--- src/rtl/i2c_pkg.sv ---
// Shared constants and state encoding for the I2C transaction arbiter.
package i2c_pkg;

    localparam int ADDR_W = 7;
    localparam int DATA_W = 8;
    localparam int DEF_GAP_CYCLES = 15;
    localparam int DEF_TIMEOUT_CYCLES = 4095;

    typedef enum logic [2:0] {
        ST_IDLE,
        ST_LOAD,
        ST_RUN,
        ST_GAP,
        ST_FIN
    } txn_state_t;

endpackage

--- src/rtl/rr_arbiter.sv ---
// Round-robin pick: first request at or above ptr, wrapping.
module rr_arbiter
    import i2c_pkg::*;
#(
    parameter int NREQ = 4
) (
    input  logic [NREQ-1:0]         req,
    input  logic [$clog2(NREQ)-1:0] ptr,
    output logic [NREQ-1:0]         gnt,
    output logic [$clog2(NREQ)-1:0] idx,
    output logic                    any
);

    localparam int IW = $clog2(NREQ);

    always_comb begin
        gnt = '0;
        idx = '0;
        any = 1'b0;
        for (int k = 0; k < NREQ; k++) begin
            if (!any && req[(int'(ptr) + k) % NREQ]) begin
                any = 1'b1;
                gnt[(int'(ptr) + k) % NREQ] = 1'b1;
                idx = IW'((int'(ptr) + k) % NREQ);
            end
        end
    end

endmodule

--- src/rtl/i2c_txn_arbiter.sv ---
// Shares one I2C master controller between NREQ burst requesters,
// one enable/done byte at a time with inter-byte gap and timeout.
module i2c_txn_arbiter
    import i2c_pkg::*;
#(
    parameter int NREQ           = 4,
    parameter int GAP_CYCLES     = DEF_GAP_CYCLES,
    parameter int TIMEOUT_CYCLES = DEF_TIMEOUT_CYCLES,
    parameter int LEN_W          = 4
) (
    input  logic                    clk,
    input  logic                    rst,
    input  logic [NREQ-1:0]         req_valid,
    input  logic [NREQ*ADDR_W-1:0]  req_addr,
    input  logic [NREQ-1:0]         req_rw,
    input  logic [NREQ*LEN_W-1:0]   req_len,
    input  logic [NREQ*DATA_W-1:0]  wr_data,
    output logic [NREQ-1:0]         grant,
    output logic [NREQ-1:0]         wr_pop,
    output logic                    rd_valid,
    output logic [DATA_W-1:0]       rd_data,
    output logic [NREQ-1:0]         txn_done,
    output logic [NREQ-1:0]         txn_err,
    output logic                    busy,
    output logic [ADDR_W-1:0]       ctl_addr,
    output logic [DATA_W-1:0]       ctl_data_in,
    output logic                    ctl_enable,
    output logic                    ctl_rw,
    input  logic [DATA_W-1:0]       ctl_data_out,
    input  logic                    ctl_ready,
    input  logic                    ctl_done
);

    localparam int IW = $clog2(NREQ);
    localparam int TW = $clog2(TIMEOUT_CYCLES + 1);
    localparam int GW = $clog2(GAP_CYCLES + 2);

    txn_state_t state, nstate;

    logic [IW-1:0]     ptr;
    logic [IW-1:0]     own;
    logic [ADDR_W-1:0] own_addr;
    logic              own_rw;
    logic [LEN_W-1:0]  remaining;
    logic              err;
    logic [TW-1:0]     tcnt;
    logic [GW-1:0]     gcnt;

    logic [NREQ-1:0]   arb_gnt;
    logic [IW-1:0]     arb_idx;
    logic              arb_any;

    logic [ADDR_W-1:0] sel_addr;
    logic              sel_rw;
    logic [LEN_W-1:0]  sel_len;
    logic [DATA_W-1:0] own_wdata;

    logic start, hit, tmo, go;

    rr_arbiter #(
        .NREQ (NREQ)
    ) u_rr (
        .req (req_valid),
        .ptr (ptr),
        .gnt (arb_gnt),
        .idx (arb_idx),
        .any (arb_any)
    );

    always_comb begin
        sel_addr  = '0;
        sel_rw    = 1'b0;
        sel_len   = '0;
        own_wdata = '0;
        for (int i = 0; i < NREQ; i++) begin
            if (arb_idx == IW'(i)) begin
                sel_addr = req_addr[i*ADDR_W +: ADDR_W];
                sel_rw   = req_rw[i];
                sel_len  = req_len[i*LEN_W +: LEN_W];
            end
            if (own == IW'(i)) begin
                own_wdata = wr_data[i*DATA_W +: DATA_W];
            end
        end
    end

    always_ff @(posedge clk or negedge rst) begin
        if (!rst) begin
            state <= ST_IDLE;
        end else begin
            state <= nstate;
        end
    end

    always_comb begin
        nstate = state;
        start  = 1'b0;
        hit    = 1'b0;
        tmo    = 1'b0;
        go     = 1'b0;
        unique case (state)
            ST_IDLE: begin
                if (arb_any) begin
                    start  = 1'b1;
                    nstate = (sel_len == '0) ? ST_FIN : ST_LOAD;
                end
            end
            ST_LOAD: nstate = ST_RUN;
            ST_RUN: begin
                if (ctl_done) begin
                    hit    = 1'b1;
                    nstate = (remaining <= LEN_W'(1)) ? ST_FIN : ST_GAP;
                end else if (tcnt >= TW'(TIMEOUT_CYCLES - 1)) begin
                    tmo    = 1'b1;
                    nstate = ST_FIN;
                end
            end
            ST_GAP: begin
                if (gcnt >= GW'(GAP_CYCLES) && ctl_ready) begin
                    go     = 1'b1;
                    nstate = ST_LOAD;
                end
            end
            ST_FIN:  nstate = ST_IDLE;
            default: nstate = ST_IDLE;
        endcase
    end

    always_ff @(posedge clk or negedge rst) begin
        if (!rst) begin
            ptr         <= '0;
            own         <= '0;
            own_addr    <= '0;
            own_rw      <= 1'b0;
            remaining   <= '0;
            err         <= 1'b0;
            tcnt        <= '0;
            gcnt        <= '0;
            grant       <= '0;
            wr_pop      <= '0;
            rd_valid    <= 1'b0;
            rd_data     <= '0;
            ctl_addr    <= '0;
            ctl_data_in <= '0;
            ctl_enable  <= 1'b0;
            ctl_rw      <= 1'b0;
        end else begin
            wr_pop   <= '0;
            rd_valid <= 1'b0;
            if (start) begin
                own       <= arb_idx;
                own_addr  <= sel_addr;
                own_rw    <= sel_rw;
                remaining <= sel_len;
                grant     <= arb_gnt;
                ptr       <= (arb_idx == IW'(NREQ - 1)) ? '0 : arb_idx + 1'b1;
            end
            if (state == ST_LOAD) begin
                ctl_data_in <= own_wdata;
                ctl_addr    <= own_addr;
                ctl_rw      <= own_rw;
                ctl_enable  <= 1'b1;
                tcnt        <= '0;
            end
            if (state == ST_RUN) begin
                if (hit) begin
                    ctl_enable <= 1'b0;
                    if (remaining != '0) remaining <= remaining - 1'b1;
                    if (own_rw) begin
                        rd_data  <= ctl_data_out;
                        rd_valid <= 1'b1;
                    end else begin
                        wr_pop <= grant;
                    end
                end else if (tmo) begin
                    ctl_enable <= 1'b0;
                    err        <= 1'b1;
                end else if (tcnt != '1) begin
                    tcnt <= tcnt + 1'b1;
                end
            end
            if (state == ST_GAP) begin
                if (go) begin
                    gcnt <= '0;
                end else if (gcnt != '1) begin
                    gcnt <= gcnt + 1'b1;
                end
            end
            if (state == ST_FIN) begin
                grant <= '0;
                err   <= 1'b0;
            end
        end
    end

    assign busy     = (state != ST_IDLE);
    assign txn_done = (state == ST_FIN) ? grant : '0;
    assign txn_err  = (state == ST_FIN && err) ? grant : '0;

endmodule

--- config.mk ---
export PLATFORM = sky130hd
export DESIGN_NAME = i2c_txn_arbiter
export DESIGN_NICKNAME = d
export VERILOG_FILES = /design/src/rtl/i2c_pkg.sv /design/src/rtl/rr_arbiter.sv /design/src/rtl/i2c_txn_arbiter.sv
export SDC_FILE = /design/constraint.sdc
export NUM_CORES = 1
export LEC_CHECK = 0
export BUFFER_PORTS_ARGS = -buffer_cell sky130_fd_sc_hd__buf_2
export CAP_MARGIN = 20
export CORE_ASPECT_RATIO = 1.25
export CORE_MARGIN = 2
export CORE_UTILIZATION = 56
export DETAILED_ROUTE_END_ITERATION = 7
export PLACE_DENSITY = 0.9
export SKIP_LAST_GASP = 1
export SYNTH_ARGS = -nofsm -noshare
export SYNTH_HDL_FRONTEND = slang
export SYNTH_SLANG_ARGS = --single-unit
--- constraint.sdc ---
create_clock -name clk -period 7.73 [get_ports clk]
set_input_delay 1.546 -clock clk [delete_from_list [all_inputs] [get_ports clk]]
set_output_delay 1.546 -clock clk [all_outputs]
set_load 0.02 [all_outputs]
==> impl_metrics.json <==
{
  "status": "finished, final reports clean",
  "area_growth_pct": 20.7,
  "end_kind": "flop",
  "crit_required_ns": 8.01,
  "critPathLaunchType": "flop",
  "synth.top_cell.area_share_pct": 40.2,
  "synth_enable_flop_cells": 0,
  "hold_depth": 2,
  "yosys.area.top_type": "dfrtp_1",
  "peakVddDrop_mv": 0.299,
  "slew_violations": 0,
  "critPathSlowestCell": "dfrtp_1",
  "cpPeakStageDelay_ns": 0.71,
  "ant_nets": 0,
  "synth_async_sr_flop_share_pct": 100,
  "seq_area_um2": 1780,
  "track_usage_pct": 24.8,
  "vias": 4169,
  "dp.cells": 699,
  "synth.net_count": 608,
  "cts_tree": "yes",
  "clk_pin_slew_ns": 0.07,
  "ff2ff_path_depth": 13,
  "met2WireLength_um": 5970,
  "met1_length_um": 4300,
  "htreeDepth": 3,
  "num_antenna_cells": 0,
  "dp_hpwl_um": 8320,
  "ios": 139,
  "netlist_instances": 492,
  "grt_pass1_wl_um": 17600,
  "fmax_ghz": 0.217,
  "clkPwrFrac_pct": 15.0,
  "yosys_warnings": 0,
  "finalSetupViolations": 0,
  "wire_per_inst_um": 15.3,
  "hold_slack_ns": 0.470,
  "grt_setup_unrepaired": "no",
  "std_cell_rows": 36,
  "grt_max_degree": 72,
  "drive_gt1_share_pct": 29.2,
  "period_needed_ns": 4.61,
  "cp_cell_sequence": "inv_1, ha_1, mux4_2, or3_1, o211ai_1, o21bai_2, inv_1, ha_1, inv_1, o22ai_1, a31oi_1, nor4_1, o2111a_1",
  "ys_seq_area_share_pct": 40.2,
  "power.density_nw_per_um2": 409,
  "worst_pin_slew_ns": 0.923,
  "fillCellCount": 590,
  "die_area_um2": 8620,
  "antenna_found_initial": 0,
  "cts_made_buffers": 9,
  "relSlewSlack_pct": 38.5,
  "grt_pass1_vias": 3950,
  "comb_power_share_pct": 54.7,
  "final_nets": 731,
  "p_sw_share_pct": 46.2,
  "top_layer_used": "met4",
  "p_leak_nw": 2.65,
  "post_cts_resized": 0,
  "seqPwrFrac_pct": 30.3,
  "synthTopCellsByArea": "dfrtp_1 40%, nand2_1 9.4%, ha_1 5.7%, mux4_2 4.6%, a21oi_1 2.7%",
  "ys.flop_type": "dfrtp_1",
  "start_util_pct": 57.0,
  "multiInputGateArea_um2": 2440,
  "io_buffers": 138,
  "via_per_inst": 5.83,
  "path_class": "reg2reg",
  "synth_area_um2": 4420,
  "hold_path.class": "reg2reg",
  "p_int_mw": 1.17,
  "postCtsHoldBufs": 0,
  "syn-mean-instance-area_um2": 8.97,
  "clock-sinks": 71,
  "drc_errors": 0,
  "critPathArrivalTime_ns": 4.89,
  "final_hold_viol_count": 0,
  "ys_ff_latch": 71,
  "gp_congestion": 0.859,
  "totalWireLength_um": 10900,
  "coreArea_um2": 7750,
  "cap_violations": 0,
  "dieHeight_um": 103,
  "dr.first_iter.drc_count": 253,
  "clockBufferDepth": 2,
  "crit_fanout": 19,
  "overflow": 0,
  "final_cells": 715,
  "finalCoreUtilization_pct": 68.8,
  "ys_types": 56,
  "routed-wl-met3_um": 426,
  "fin_tns_setup_ns": 0,
  "cts_root_buf": "clkbuf_8",
  "die_w_um": 83.4,
  "p_sw_mw": 1.01,
  "fin_skew_ns": 0.0113,
  "dr.pass1.iters": 5,
  "clk_latency_ns": 0.35,
  "post_cts_buffers": 0,
  "min_period_over_period_pct": 59.6,
  "path_common_cell": "inv_1"
}
-- layout make-up --
cell class	instances	area share [%]
inverters	19	1.34
clock inverters	6	1.74
well taps	95	2.23
multi-input cells	374	45.7
repair buffers	140	13.2
clock buffers	10	2.39
flip-flops and latches	71	33.3
-- logic make-up (layout without fill, tap and decap cells) --
kind of cell | Yosys count | count (layout) | share of synthesized area [%]
compound gates | 107 | 107 | 15.8
simple gates | 220 | 220 | 25.1
flops | 71 | 71 | 40.2
fa+ha+maj | 20 | 20 | 5.67
buf+inv | 47 | 175 | 4.53
xor+xnor | 4 | 4 | 0.793
mux | 23 | 23 | 7.88
-- registers in the layout, summed over array words and instances (netlist names), 2 cells and up --
register	flops
tcnt	12
ctl_data_in	8
rd_data	8
ctl_addr	7
own_addr	7
gcnt	5
grant	4
remaining	4
wr_pop	4
state	3
own	2
ptr	2
-- synthesized netlist by cell type, types with 5 or more instances --
| cell | n |
|---|---|
| a211oi_1 | 5 |
| a21oi_1 | 24 |
| a221oi_1 | 6 |
| a31oi_1 | 8 |
| and2_1 | 6 |
| and3_1 | 11 |
| buf_2 | 7 |
| clkbuf_1 | 17 |
| dfrtp_1 | 71 |
| ha_1 | 20 |
| inv_1 | 18 |
| mux2i_1 | 10 |
| mux4_2 | 9 |
| nand2_1 | 110 |
| nand2b_1 | 5 |
| nand3_1 | 13 |
| nand3b_1 | 11 |
| nand4_1 | 6 |
| nor2_1 | 19 |
| nor2b_1 | 6 |
| nor3_1 | 7 |
| nor3b_1 | 5 |
| o211ai_1 | 7 |
| o21a_1 | 9 |
| o21ai_0 | 22 |
| o22ai_1 | 9 |
-- through the flow --
stage	worst slack (ns)	instance area (um2)	power, mW
after floorplan	3.67	4420	1.55
after global placement	3.15	5110	1.78
after detailed placement	2.96	5110	1.84
after CTS	3.15	5330	2.18
after global routing	2.57	5330	2.36
final	3.12	5330	2.18
-- layer usage --
metal	vias up	GRT usage (%)
li1	1993	-
met1	2012	29.3
met2	135	45.7
met3	29	3.41
met4	0	11.4
met5	-	0
-- final timing paths --
path                       slack, ns          startpoint                      to
min in group asynchronous       1.37                 rst  rd_data[5]$_DFFE_PN0P_
max                             3.12  ptr[0]$_DFFE_PN0P_    state[2]$_DFFE_PN0P_
max in group asynchronous       5.77                 rst  remaining[1]$_DFF_PN0_
min                             0.47  ctl_rw$_DFFE_PN0P_      ctl_rw$_DFFE_PN0P_
min reg2reg                     0.47  ctl_rw$_DFFE_PN0P_      ctl_rw$_DFFE_PN0P_
max reg2reg                     3.12  ptr[0]$_DFFE_PN0P_    state[2]$_DFFE_PN0P_
-- critical path, delay by kind of cell, from the launching register on --
kind / cells / cell delay, ns
buffers and inverters: 3 / 0.62
flip-flops: 1 / 0.71
adder cells (fa/ha/maj): 2 / 1.11
multiplexers: 1 / 0.44
AO/OA/AOI/OAI: 5 / 0.80
AND/OR/NAND/NOR: 2 / 0.85
-- placed cells by master, fill, tap and decap left out, drive strengths merged, types with 7 or more instances in the layout --
cell	n
buf	140
nand2	110
dfrtp	71
a21oi	24
o21ai	23
nor2	21
ha	20
inv	20
nand3	13
nand3b	11
and3	11
mux2i	10
clkbuf	10
o21a	9
mux4	9
o22ai	9
a31oi	8
o211ai	7
nor3	7
nand4	7
nor4	7
-- power groups by stage --
stage / clock [mW] / sequential, mW / combinational, mW
after floorplan: 0 / 0.704 / 0.846
after global placement: 0 / 0.654 / 1.13
after detailed placement: 0 / 0.664 / 1.18
after CTS: 0.329 / 0.658 / 1.19
after global routing: 0.342 / 0.685 / 1.34
final: 0.326 / 0.660 / 1.19
Power figures use the tool's default switching activity.
